[src/rtl/wb_sched.sv]
// ---------------------------------------------------------------------------
// wb_sched : register-file writeback scheduler with issue scoreboard.
//
// Purpose
//   Tracks which architectural registers have an outstanding write (the
//   scoreboard `pending`). It stalls issue when a source or destination
//   register is still in flight. It also arbitrates between the ALU and the
//   load unit for the single register-file write port.
//
// Ports
//   clk, rst                 clock, synchronous active-high reset
//   rsvEn, rsvIdx            issue stage reserves destination register
//   chkAEn/chkAIdx,
//   chkBEn/chkBIdx           source operands used by the issuing instruction
//   stall                    combinational issue hazard
//   aluReq/aluIdx/aluData    ALU writeback request (held until aluGnt)
//   memReq/memIdx/memData    load writeback request (held until memGnt)
//   aluGnt, memGnt           combinational grants, same cycle as request
//   wbEn, wbIdx, wbData      registered register-file write port
//   pending                  scoreboard, bit n = register n awaiting write
//   err                      sticky: [0] write to R15, [1] write to idle reg
// ---------------------------------------------------------------------------
module wb_sched #(
  parameter int DATA_W = 16
) (
  input  logic              clk,
  input  logic              rst,
  input  logic              rsvEn,
  input  logic [3:0]        rsvIdx,
  input  logic              chkAEn,
  input  logic [3:0]        chkAIdx,
  input  logic              chkBEn,
  input  logic [3:0]        chkBIdx,
  output logic              stall,
  input  logic              aluReq,
  input  logic [3:0]        aluIdx,
  input  logic [DATA_W-1:0] aluData,
  input  logic              memReq,
  input  logic [3:0]        memIdx,
  input  logic [DATA_W-1:0] memData,
  output logic              aluGnt,
  output logic              memGnt,
  output logic              wbEn,
  output logic [3:0]        wbIdx,
  output logic [DATA_W-1:0] wbData,
  output logic [15:0]       pending,
  output logic [1:0]        err
);

  // Index 15 is the PC: never reservable, never written through this port.
  localparam logic [3:0] PC_IDX  = 4'hF;

  // Encoding of the last-granted source.
  localparam logic       SRC_ALU = 1'b0;
  localparam logic       SRC_MEM = 1'b1;

  // State
  logic [14:0]       pend_q,    pend_d;
  logic              last_q,    last_d;
  logic              wb_en_q,   wb_en_d;
  logic [3:0]        wb_idx_q,  wb_idx_d;
  logic [DATA_W-1:0] wb_data_q, wb_data_d;
  logic [1:0]        err_q,     err_d;

  // Combinational helpers
  logic [15:0]       pend_full;
  logic              alu_gnt;
  logic              mem_gnt;
  logic              any_gnt;
  logic [3:0]        g_idx;
  logic [DATA_W-1:0] g_data;
  logic              g_is_pc;
  logic              rsv_take;
  logic [15:0]       pend_work;

  // Bit 15 is structurally zero so a lookup of index 15 never reports a hazard.
  assign pend_full = {1'b0, pend_q};

  // Issue hazard: any used operand or the destination still awaiting write.
  assign stall = (chkAEn & pend_full[chkAIdx])
               | (chkBEn & pend_full[chkBIdx])
               | (rsvEn  & pend_full[rsvIdx]);

  // Round-robin on a tie: the source that did not win last time wins now.
  // Grants are suppressed during reset so no request is consumed.
  assign alu_gnt = ~rst & aluReq & (~memReq | (last_q == SRC_MEM));
  assign mem_gnt = ~rst & memReq & (~aluReq | (last_q == SRC_ALU));
  assign any_gnt = alu_gnt | mem_gnt;

  assign aluGnt  = alu_gnt;
  assign memGnt  = mem_gnt;

  assign g_idx   = mem_gnt ? memIdx  : aluIdx;
  assign g_data  = mem_gnt ? memData : aluData;
  assign g_is_pc = (g_idx == PC_IDX);

  // A reservation is only taken when issue actually proceeds.
  assign rsv_take = rsvEn & ~stall & (rsvIdx != PC_IDX);

  always_comb begin
    pend_work = pend_full;
    // The wbEn=1 cycle ends on the register-file write edge; the bit clears
    // there so dependents only issue once the data is readable.
    if (wb_en_q) begin
      pend_work[wb_idx_q] = 1'b0;
    end
    // Applied after the clear so a same-edge reserve of that index wins.
    if (rsv_take) begin
      pend_work[rsvIdx] = 1'b1;
    end
    pend_d = pend_work[14:0];
  end

  always_comb begin
    last_d    = last_q;
    wb_en_d   = 1'b0;
    wb_idx_d  = wb_idx_q;
    wb_data_d = wb_data_q;
    err_d     = err_q;
    if (any_gnt) begin
      last_d = mem_gnt ? SRC_MEM : SRC_ALU;
      if (g_is_pc) begin
        // Consumed but dropped: the PC is not writable from here.
        err_d[0] = 1'b1;
      end else begin
        wb_en_d   = 1'b1;
        wb_idx_d  = g_idx;
        wb_data_d = g_data;
        if (!pend_full[g_idx]) begin
          err_d[1] = 1'b1;
        end
      end
    end
  end

  always_ff @(posedge clk) begin
    if (rst) begin
      pend_q    <= '0;
      last_q    <= SRC_MEM;
      wb_en_q   <= 1'b0;
      wb_idx_q  <= '0;
      wb_data_q <= '0;
      err_q     <= '0;
    end else begin
      pend_q    <= pend_d;
      last_q    <= last_d;
      wb_en_q   <= wb_en_d;
      wb_idx_q  <= wb_idx_d;
      wb_data_q <= wb_data_d;
      err_q     <= err_d;
    end
  end

  assign wbEn    = wb_en_q;
  assign wbIdx   = wb_idx_q;
  assign wbData  = wb_data_q;
  assign pending = pend_full;
  assign err     = err_q;

endmodule

[config.mk]
export PLATFORM = sky130hd
export DESIGN_NAME = wb_sched
export DESIGN_NICKNAME = d
export VERILOG_FILES = /design/src/rtl/wb_sched.sv
export SDC_FILE = /design/constraint.sdc
export NUM_CORES = 1
export LEC_CHECK = 0
export BUFFER_PORTS_ARGS = -buffer_cell sky130_fd_sc_hd__buf_4
export CAP_MARGIN = 10
export CORE_AREA = 2 2 94 96
export CTS_CLUSTER_DIAMETER = 200
export DETAILED_ROUTE_END_ITERATION = 10
export DIE_AREA = 0 0 96 98
export PLACE_DENSITY = 0.53
export SKIP_LAST_GASP = 1
export SYNTH_ARGS = -nofsm -noshare
export SYNTH_HDL_FRONTEND = slang
export SYNTH_SLANG_ARGS = --single-unit
[constraint.sdc]
create_clock -name clk -period 3 [get_ports clk]
set_input_delay 0.15 -clock clk [delete_from_list [all_inputs] [get_ports clk]]
set_output_delay 0.15 -clock clk [all_outputs]
set_load 0.03 [all_outputs]
==> results.md <==
- Once detail routing completed, the nets flagged for antenna violations numbered 0.
- The average instance in the mapped netlist occupies 9.11 um2.
- The total power per unit cell area is 384 nW/um2.
- The flip-flop and latch count after synthesis is 39.
- The commonest cells after synthesis are 39 x sky130_fd_sc_hd__dfxtp_1, 32 x sky130_fd_sc_hd__nand2_1, 27 x sky130_fd_sc_hd__nor2_1, 23 x sky130_fd_sc_hd__a211oi_1, 23 x sky130_fd_sc_hd__mux2i_1.
- Max-cap violations in this run came to 0.
- The final route contains 2473 vias.
- Yosys attributes the largest share of cell area to sky130_fd_sc_hd__dfxtp_1 32%, sky130_fd_sc_hd__mux4_2 13%, sky130_fd_sc_hd__mux2i_1 9.3%.
- The total overflow left after global routing is 0.
- The via count of the first global-routing pass is 2425.
- The final instance area is 3380 um2.
- In the synthesized netlist, the number of instances is 272.
- The top-area cell type share of the netlist area is 31.5%.
- In this run, CTS created clock tree buffers numbering 5.
- Among cell families on the critical path, the largest total delay comes from multiplexers.
- In the routed layout, each cell is associated on average with a via count of 5.23.
- The die is 96 um wide.
- The worst IR drop on VDD is 0.174 mV.
- The shortest period the worst path allows is 2.65 ns.
- The cell with the most instances after synthesis is sky130_fd_sc_hd__dfxtp_1.
- For this run, the post-layout net count is 423.
- Walking the worst path, the cells encountered are mux4_2, mux4_2, a22oi_1, nand2_2, buf_4.
- After detailed placement, the total cell area comes to 3290 um2.
- Clock latency on the worst-skew pair, taken at its later pin, is 0.29 ns.
- For this run, the total global-route usage over all layers was measured as 16.1%.
- The worst setup path is of the flip-flop to output port kind.
- Of all nets on the critical path, the largest fanout is 16.
- The area growth from synthesis to layout is 36.4%.
- The cell repeated most along the worst path is sky130_fd_sc_hd__mux4_2.
- The number of slew-limit violations in the final report is 0.
- The post-synth design cell area is 2480 um2.
- The final layout contains routed wiring with a total length of 7650 um.
- The starting density of the core is 29.3%.
- The number of flops mapped to enable cells by yosys is 0.
- The maximum clock skew at final layout is 0.0107 ns.
- The worst setup path is captured at an output port.
- The detailed router finished its first iteration with 116 violations.
- The number of gates resized after CTS is 0.
- After clock tree synthesis, the flow added hold-fix buffers numbering 0.
- In this run the vertical extent of the chip is 98 um.
- The data arrival time at the worst-slack endpoint is 2.50 ns.
- In the synthesized netlist the dominant register cell turns out to be sky130_fd_sc_hd__dfxtp_1.
- Port buffering added 99 buffers.
- The largest net degree at the start of global routing is 40.
- Sequential elements use 31.5% of the synthesized area.
- The diode insertion count for antenna repair is 0.
- The net count of the mapped netlist is 331.
- The number of placement rows is 34.
- The biggest area contributor in the post-synthesis netlist is sky130_fd_sc_hd__dfxtp_1.
- The path category of the worst min-delay check is primary input to flip-flop.
- The first global-routing pass estimated 12100 um of wire.
- The final weighted congestion of routability-driven global placement is 0.834.
- The share of synthesized flip-flops with an asynchronous set or reset is 0%.
- The number of top-level design ports is 101.
- In this design, the stage delay of the slowest critical-path cell is 0.50 ns.
- The first detailed-routing pass ran for 5 iterations.
- Cells fill 39.9% of the core in the end.
- The cell with the largest stage delay on the worst path is sky130_fd_sc_hd__mux4_2.
- The per-cell routed wire length is 16.2 um.
- The run finished with clean final reports.
- The total area inside the core boundary comes to 8470 um2.
- The number of endpoints failing setup at the final stage is 0.
- The number of synthesis warnings is 0.
- Setup repair after global routing left no endpoint under its margin.
- Once the clock tree was built, the setup fixing pass inserted 0 buffers.
- The share of layout cells above drive strength 1 is 37.8%.
- Clock tree synthesis found a total of 39 sinks.
- After routing, the total negative slack on setup checks comes to 0 ns.
- The clock tree from TritonCTS is built.
- The number of antenna violations at the first check in global routing was 0.
- The H-tree generated during clock tree synthesis spans 2 levels.
- In this run the deepest clock path goes through 2 buffers.
- Measured against its own limit, the worst slew margin works out to 63.7%.
- The critical path required time is 2.85 ns.
- The placed wire-length estimate is 5720 um.
- The number of hold-slack violations in the final timing report was 0.
- The actual slew at the worst max-slew pin is 0.543 ns.
- Clock tree synthesis selected as its root buffer the cell sky130_fd_sc_hd__clkbuf_8.
- The CTS clock-pin slew for the worst setup and hold paths is 0.08 ns.
- The worst setup path is launched from a flip-flop.
- Counting both buffers and inverters, the worst setup path holds a total of 1.
- For this design the static power due to leakage is 1.37 nW.
- The worst path uses 88.3% of the clock period.
- The number of remaining DRC errors is 0.
- The floorplan die area is 9410 um2.
- Static timing analysis puts the maximum clock frequency at 0.378 GHz.
- Synthesis instantiated 43 different standard cells from the library.
==> report_power, final <==
part	internal [W]	switching, W	leakage (nW)	total (W)
registers	0.000551	0.0000373	0.321	0.000588
clock network	0.000163	0.000189	0.0412	0.000351
logic	0.000159	0.000199	1.01	0.000358
==> layout make-up <==
type | count | area, um2
fill | 857 | 5090
multi-input combinational | 210 | 1590
sequential | 39 | 781
timing repair buffer | 103 | 773
tap | 108 | 135
clock buffer | 6 | 72.6
inverter | 5 | 18.8
clock inverter | 2 | 12.5
==> layout by cell type (no fill, tap or decap), types with 9 or more instances in the layout <==
cell / count
sky130_fd_sc_hd__nand2_1: 32
sky130_fd_sc_hd__mux4_2: 14
sky130_fd_sc_hd__nor2_1: 27
sky130_fd_sc_hd__nand2b_1: 10
sky130_fd_sc_hd__o21ai_0: 9
sky130_fd_sc_hd__a211oi_1: 23
sky130_fd_sc_hd__dfxtp_1: 39
sky130_fd_sc_hd__o211ai_1: 9
sky130_fd_sc_hd__buf_4: 103
sky130_fd_sc_hd__mux2i_1: 23
sky130_fd_sc_hd__o21ai_2: 9
==> stage by stage <==
stage / setup slack [ns] / total power (W) / hold WS [ns] / instances
after floorplan: 0.944 / 0.000801 / 0.250 / 272
after global placement: 0.736 / 0.000958 / 0.385 / 465
after detailed placement: 0.705 / 0.000959 / 0.400 / 465
after CTS: 0.383 / 0.00131 / 0.0854 / 473
after global routing: 0.266 / 0.00137 / 0.100 / 473
final: 0.351 / 0.00130 / 0.0882 / 473
==> flip-flops by register name, indices dropped and copies added, names as in the netlist <==
| signal | cells |
|---|---|
| pend_q | 15 |
| wbData | 16 |
| last_q | 1 |
| err | 2 |
| wbEn | 1 |
| wbIdx | 4 |
==> metal layers <==
| layer | GRT usage (%) | routed length, um | up-vias |
|---|---|---|---|
| met1 | 22.9 | 3460 | 1163 |
| met4 | 2.42 | 38 | 0 |
| met2 | 25.3 | 3620 | 86 |
| met5 | 0 | 0 | - |
| li1 | - | - | 1219 |
| met3 | 3.94 | 521 | 5 |
==> cells by family (layout without fill, tap and decap cells) <==
kind of cell	Yosys count	count (layout)	share of synthesized area [%]
AOI/OAI and AO/OA	75	75	22.4
DFF	39	39	31.5
buffers and inverters	23	116	4.44
and+or+nand+nor	96	96	19.0
other	1	1	0.151
muxes	38	38	22.5
==> path summary, 6_finish.rpt <==
check / startpoint / cells after the start / slack [ns] / to
max: pend_q[10]$_SDFF_PP0_ / 5 / 0.35 / stall
min: aluReq / 2 / 0.09 / last_q$_SDFFE_PP1N_
max reg2reg: pend_q[10]$_SDFF_PP0_ / 5 / 0.75 / pend_q[3]$_SDFF_PP0_
min reg2reg: err[0]$_SDFFE_PP0P_ / 2 / 0.49 / err[0]$_SDFFE_PP0P_
(Power assumes the default switching activity.)
